`src/rtl/pipe_ctrl_pkg.sv`:
```
// Shared constants for the pipeline stall/flush controller: reset level,
// per-stage stall encodings and divider sequencer state codes.
package pipe_ctrl_pkg;

  localparam logic        RST_ENABLE   = 1'b1;
  localparam logic [31:0] ZERO_WORD    = 32'h0000_0000;
  localparam logic [4:0]  NOP_REG_ADDR = 5'd0;

  // Bit i holds stage i: [0]=pc [1]=if [2]=id [3]=ex [4]=mem [5]=wb
  localparam logic [5:0] STALL_NONE     = 6'b000000;
  localparam logic [5:0] STALL_LOAD_USE = 6'b000111;
  localparam logic [5:0] STALL_EX       = 6'b001111;
  localparam logic [5:0] STALL_MEM      = 6'b011111;

  localparam int DIV_TIMEOUT_DEF = 64;

  typedef enum logic [1:0] {
    DIV_IDLE = 2'd0,
    DIV_BUSY = 2'd1,
    DIV_DONE = 2'd2
  } div_state_e;

endpackage

```
`src/rtl/pipe_ctrl_div_seq.sv`:
```
// Divider handshake sequencer: start/cancel pulses, EX stall request and a
// sticky watchdog that flags a divider which never answers.
module pipe_ctrl_div_seq
  import pipe_ctrl_pkg::*;
#(
  parameter int DIV_TIMEOUT = DIV_TIMEOUT_DEF
) (
  input  logic clk,
  input  logic rst_i,
  input  logic div_req_i,
  input  logic div_done_i,
  input  logic mem_stall_i,
  input  logic excp_i,
  output logic ex_stall_o,
  output logic div_start_o,
  output logic div_cancel_o,
  output logic div_timeout_o
);

  localparam int              CW       = $clog2(DIV_TIMEOUT + 1);
  localparam logic [CW-1:0]   CNT_MAX  = {CW{1'b1}};
  localparam logic [CW-1:0]   CNT_LAST = CW'(DIV_TIMEOUT - 1);

  div_state_e    state_q;
  logic [CW-1:0] div_cnt_q;
  logic          timeout_q;
  logic          rst_n_act;

  assign rst_n_act = (rst_i != RST_ENABLE);

  // Pulses are decided combinationally so the divider sees them in the decision cycle.
  assign ex_stall_o   = rst_n_act &&
                        (((state_q == DIV_IDLE) && div_req_i) || (state_q == DIV_BUSY));
  assign div_start_o  = rst_n_act && (state_q == DIV_IDLE) && div_req_i &&
                        !excp_i && !mem_stall_i;
  assign div_cancel_o = rst_n_act && (state_q == DIV_BUSY) && excp_i;
  assign div_timeout_o = timeout_q;

  always_ff @(posedge clk) begin
    if (rst_i == RST_ENABLE) begin
      state_q   <= DIV_IDLE;
      div_cnt_q <= '0;
      timeout_q <= 1'b0;
    end else begin
      case (state_q)
        DIV_IDLE: begin
          if (div_start_o) begin
            state_q   <= DIV_BUSY;
            div_cnt_q <= '0;
          end
        end
        DIV_BUSY: begin
          if (div_cnt_q != CNT_MAX) div_cnt_q <= div_cnt_q + CW'(1);
          if (div_cnt_q == CNT_LAST) timeout_q <= 1'b1;
          if (excp_i)          state_q <= DIV_IDLE;
          else if (div_done_i) state_q <= DIV_DONE;
        end
        DIV_DONE: begin
          // Hold the result while MEM is stuck so ex_mem still captures it.
          if (excp_i || !mem_stall_i) state_q <= DIV_IDLE;
        end
        default: state_q <= DIV_IDLE;
      endcase
    end
  end

endmodule

```
`src/rtl/pipe_ctrl.sv`:
```
// Central stall/flush controller: load-use detection, stall priority mux,
// exception redirect and a stall-cycle performance counter.
module pipe_ctrl
  import pipe_ctrl_pkg::*;
#(
  parameter int DIV_TIMEOUT = DIV_TIMEOUT_DEF,
  parameter int CNT_W       = 32
) (
  input  logic             clk,
  input  logic             rst,
  input  logic             id_reg1_read,
  input  logic [4:0]       id_reg1_addr,
  input  logic             id_reg2_read,
  input  logic [4:0]       id_reg2_addr,
  input  logic             ex_is_load,
  input  logic [4:0]       ex_wd,
  input  logic             ex_wreg,
  input  logic             ex_div_req,
  input  logic             div_done,
  input  logic             mem_stallreq,
  input  logic             excp_valid,
  input  logic [31:0]      excp_pc,
  output logic [5:0]       stall,
  output logic             flush,
  output logic [31:0]      new_pc,
  output logic             div_start,
  output logic             div_cancel,
  output logic             div_timeout,
  output logic [CNT_W-1:0] stall_cnt
);

  logic             ex_stall;
  logic             load_use;
  logic [CNT_W-1:0] stall_cnt_q;
  logic [CNT_W-1:0] stall_cnt_d;

  pipe_ctrl_div_seq #(
    .DIV_TIMEOUT(DIV_TIMEOUT)
  ) u_div_seq (
    .clk          (clk),
    .rst_i        (rst),
    .div_req_i    (ex_div_req),
    .div_done_i   (div_done),
    .mem_stall_i  (mem_stallreq),
    .excp_i       (excp_valid),
    .ex_stall_o   (ex_stall),
    .div_start_o  (div_start),
    .div_cancel_o (div_cancel),
    .div_timeout_o(div_timeout)
  );

  assign load_use = ex_is_load && ex_wreg && (ex_wd != NOP_REG_ADDR) &&
                    ((id_reg1_read && (id_reg1_addr == ex_wd)) ||
                     (id_reg2_read && (id_reg2_addr == ex_wd)));

  always_comb begin
    stall  = STALL_NONE;
    flush  = 1'b0;
    new_pc = ZERO_WORD;
    if (rst != RST_ENABLE) begin
      if (excp_valid) begin
        flush  = 1'b1;
        new_pc = excp_pc;
      end else if (mem_stallreq) begin
        stall = STALL_MEM;
      end else if (ex_stall) begin
        stall = STALL_EX;
      end else if (load_use) begin
        stall = STALL_LOAD_USE;
      end
    end
  end

  assign stall_cnt_d = stall[0] ? stall_cnt_q + CNT_W'(1) : stall_cnt_q;
  assign stall_cnt   = stall_cnt_q;

  always_ff @(posedge clk) begin
    if (rst == RST_ENABLE) stall_cnt_q <= '0;
    else                   stall_cnt_q <= stall_cnt_d;
  end

endmodule
```
`config.mk`:
```
export PLATFORM = sky130hd
export DESIGN_NAME = pipe_ctrl
export DESIGN_NICKNAME = d
export VERILOG_FILES = /design/src/rtl/pipe_ctrl_pkg.sv /design/src/rtl/pipe_ctrl_div_seq.sv /design/src/rtl/pipe_ctrl.sv
export SDC_FILE = /design/constraint.sdc
export NUM_CORES = 1
export LEC_CHECK = 0
export CAP_MARGIN = 10
export CORE_AREA = 2 2 79 81
export CTS_CLUSTER_SIZE = 28
export DETAILED_ROUTE_END_ITERATION = 10
export DIE_AREA = 0 0 81 83
export GPL_TIMING_DRIVEN = 0
export PLACE_DENSITY_LB_ADDON = 0.05
export SYNTH_ARGS = -nofsm -noshare
export SYNTH_HDL_FRONTEND = slang
export SYNTH_SLANG_ARGS = --single-unit
```
`constraint.sdc`:
```
create_clock -name clk -period 4 [get_ports clk]
set_clock_uncertainty 0.15 [all_clocks]
set_input_delay 0.8 -clock clk [delete_from_list [all_inputs] [get_ports clk]]
set_output_delay 0.8 -clock clk [all_outputs]
set_load 0.01 [all_outputs]
```
==> reports/metrics.cfg <==
[global_route]
met3_usage=0.0413
grt.total_usage=0.218
grt-busiest-layer=met2
grt_max_degree=13
grt_use_met2=0.391
grt_pass1_wl_um=11800
grtUsageMet1=0.262
grt-ovfl-total=0
grt_antenna_before_repair=0
grt_pass1_vias=2463

[critical_path]
worst-path-max-fanout=6
path_common_cell=clkdlybuf4s50_1
crit_arrival_ns=2.87
crit_required_ns=3.05
endpoint_kind=output port
path_cells=clkdlybuf4s50_1, xnor2_1, nand4_1, o22a_1, o21ai_2, buf_4, clkdlybuf4s50_1
r2r_setup_slack_ns=1.64
cp_slowest_cell=clkdlybuf4s50_1
setup.worst_path.class=in2out
setup.worst_path.start_class=primary input
crit_path_max_incr_delay_ns=0.54

[sta]
setup_viol=0
setup_tns_ns=0
rsz0062_at_grt=no
drv_slew=0
finalWorstSetupSlack_ns=0.183
fmax_mhz=262
period_share=0.954
final_hold_viol_count=0
min_period_ns=3.82

[place]
place_hpwl_um=5620
pre_cts_ws_ns=0.0242
dpl_cell_area_um2=3790
port_buffers=129
dpl.cell_count=506
gp_congestion=0.709

[finish]
final_cells=514
syn2layout_area_growth_pct=61.7
antenna_cells=0
finish.utilization=0.670
n_fill_cell=507
finish.instance_area_um2=3890
nets=497
drive_gt1_frac=0.0729

[logic_synthesis]
synth_fp_nets=361
synthCells=302
yosys_most_used_dff=dfxtp_1
ys_seq_area_frac=0.349
syn-cell-area_um2=2410
synth_common_cells=dfxtp_1 (42), and2_1 (33), a21oi_1 (32)
async_reset_ff_frac=0
synth_edf_count=0
synth_cell_types=48
synth_most_common_cell=dfxtp_1
yosysTopAreaCellShare=0.349
synth-seq-cells=42
yosysTopAreaCell=dfxtp_1
ys_warn_count=0
synthTopCellsByArea=dfxtp_1 (35%), and2_1 (8.6%), a21oi_1 (6.6%)
avgSynthCellArea_um2=7.98

[power]
vdd_ir_drop_max_v=0.000161
pwr_density_cell_nw_per_um2=220
leakage_uw=0.00130
power.switching_uw=200
p_int_uw=658
comb_power_share=0.179
seq_power_share=0.491
power_frac_clock=0.330
switching_share=0.233

[clocking]
ctsHoldBuffers=0
cts_max_level=2
clock-sinks=42
root_buffer=clkbuf_8
clock_latency_ns=0.30
clk_pin_slew_ns=0.08
cts-buffers-inserted=5
clock_path_buffers=2
cts_tree=yes

[floorplanning]
num_io_pins=131
dieArea_um2=6720
start_util=0.414
core_area_um2=5820
fp.dieH_um=83
die_w_um=81
core.rowCount=28

[routing]
drc=0
drt_wl_total_um=7260
drt-pass1-iter-count=4
routed_via_density=5.06
drtIter0Drc=94
ant_nets=0
wire_per_inst_um=14.1
num_vias=2603

[run]
maxCapViolCount=0

[status]
status=finished, final reports clean

[hold_path]
hold_path_class=reg2reg

[power groups by stage]
stage	clock network, uW	logic (uW)	registers (uW)
floorplan	0	52.4	431
global placement	0	152	431
detailed placement	0	153	431
CTS	292	154	421
global route	305	165	422
finish	283	153	421
[per-layer routing]
metal | wire length (um) | vias up
met5 | 0 | -
met4 | 59 | 0
met3 | 344 | 5
met2 | 3730 | 49
met1 | 3130 | 1210
li1 | - | 1339
[cells by family after synthesis]
| logic type | after synthesis | share of synthesized area |
|---|---|---|
| AOI/OAI and AO/OA | 69 | 0.165 |
| xor gates and xnor gates | 16 | 0.0582 |
| adders and majority gates | 2 | 0.0104 |
| buffers and inverters | 33 | 0.0670 |
| DFF | 42 | 0.349 |
| muxes | 3 | 0.0125 |
| other | 1 | 0.00156 |
| and+or+nand+nor | 136 | 0.337 |
[layout make-up]
| type | instances | area (um2) | share of cell area |
|---|---|---|---|
| Buffer | 17 | 101 | 0.0260 |
| Multi-Input combinational cell | 227 | 1420 | 0.364 |
| Clock inverter | 1 | 5.00 | 0.00128 |
| Clock buffer | 7 | 86.3 | 0.0222 |
| Timing Repair Buffer | 129 | 1290 | 0.332 |
| Tap cell | 75 | 93.8 | 0.0241 |
| Sequential cell | 42 | 841 | 0.216 |
| Inverter | 16 | 60.1 | 0.0154 |
[per-stage QoR]
| stage | power, uW | hold WS [ns] |
|---|---|---|
| 3_5_place_dp | 585 | 0.318 |
| 5_1_grt | 891 | 0.357 |
| 6_report | 858 | 0.327 |
| 3_3_place_gp | 583 | 0.305 |
| 4_1_cts | 868 | 0.338 |
| 2_1_floorplan | 484 | 0.309 |
[what timing repair did]
action	in CTS	in global routing
endpoints found under the setup margin	0	2
buffers inserted	0	0
gates resized for setup	0	2
[worst max-delay path: cells and delay by family]
family | cells | cell delay [ns]
buffers and inverters | 3 | 1.23
xor gates and xnor gates | 1 | 0.14
and+or+nand+nor | 1 | 0.15
AOI/OAI and AO/OA | 2 | 0.55
[layout by cell type, fill, tap and decap left out, types with 6 or more instances in the layout]
| cell | n |
|---|---|
| nand4_1 | 7 |
| a21oi_1 | 32 |
| nand3_1 | 10 |
| o21ai_0 | 10 |
| xnor2_1 | 12 |
| dfxtp_1 | 42 |
| clkbuf_8 | 6 |
| and2_1 | 33 |
| o21ai_1 | 8 |
| nor2_1 | 22 |
| o31ai_1 | 10 |
| clkbuf_1 | 8 |
| nand2_1 | 14 |
| or4_1 | 11 |
| clkdlybuf4s50_1 | 129 |
| inv_1 | 15 |
| or3_1 | 16 |
[state kept, by name, indices dropped and copies added (netlist names)]
| signal | cells |
|---|---|
| stall_cnt | 32 |
| u_div_seq.div_timeout_o | 1 |
| u_div_seq.div_cnt_q | 7 |
| u_div_seq.state_q | 2 |
[path summary, 6_finish.rpt]
kind | from | to | cells after the start
min | u_div_seq.div_timeout_o | u_div_seq.div_timeout_o | 2
max reg2reg | stall_cnt[13] | stall_cnt[28] | 7
min reg2reg | u_div_seq.div_timeout_o | u_div_seq.div_timeout_o | 2
max | ex_wd[2] | stall[1] | 7
Note: power is estimated with default switching activity, not from simulation.
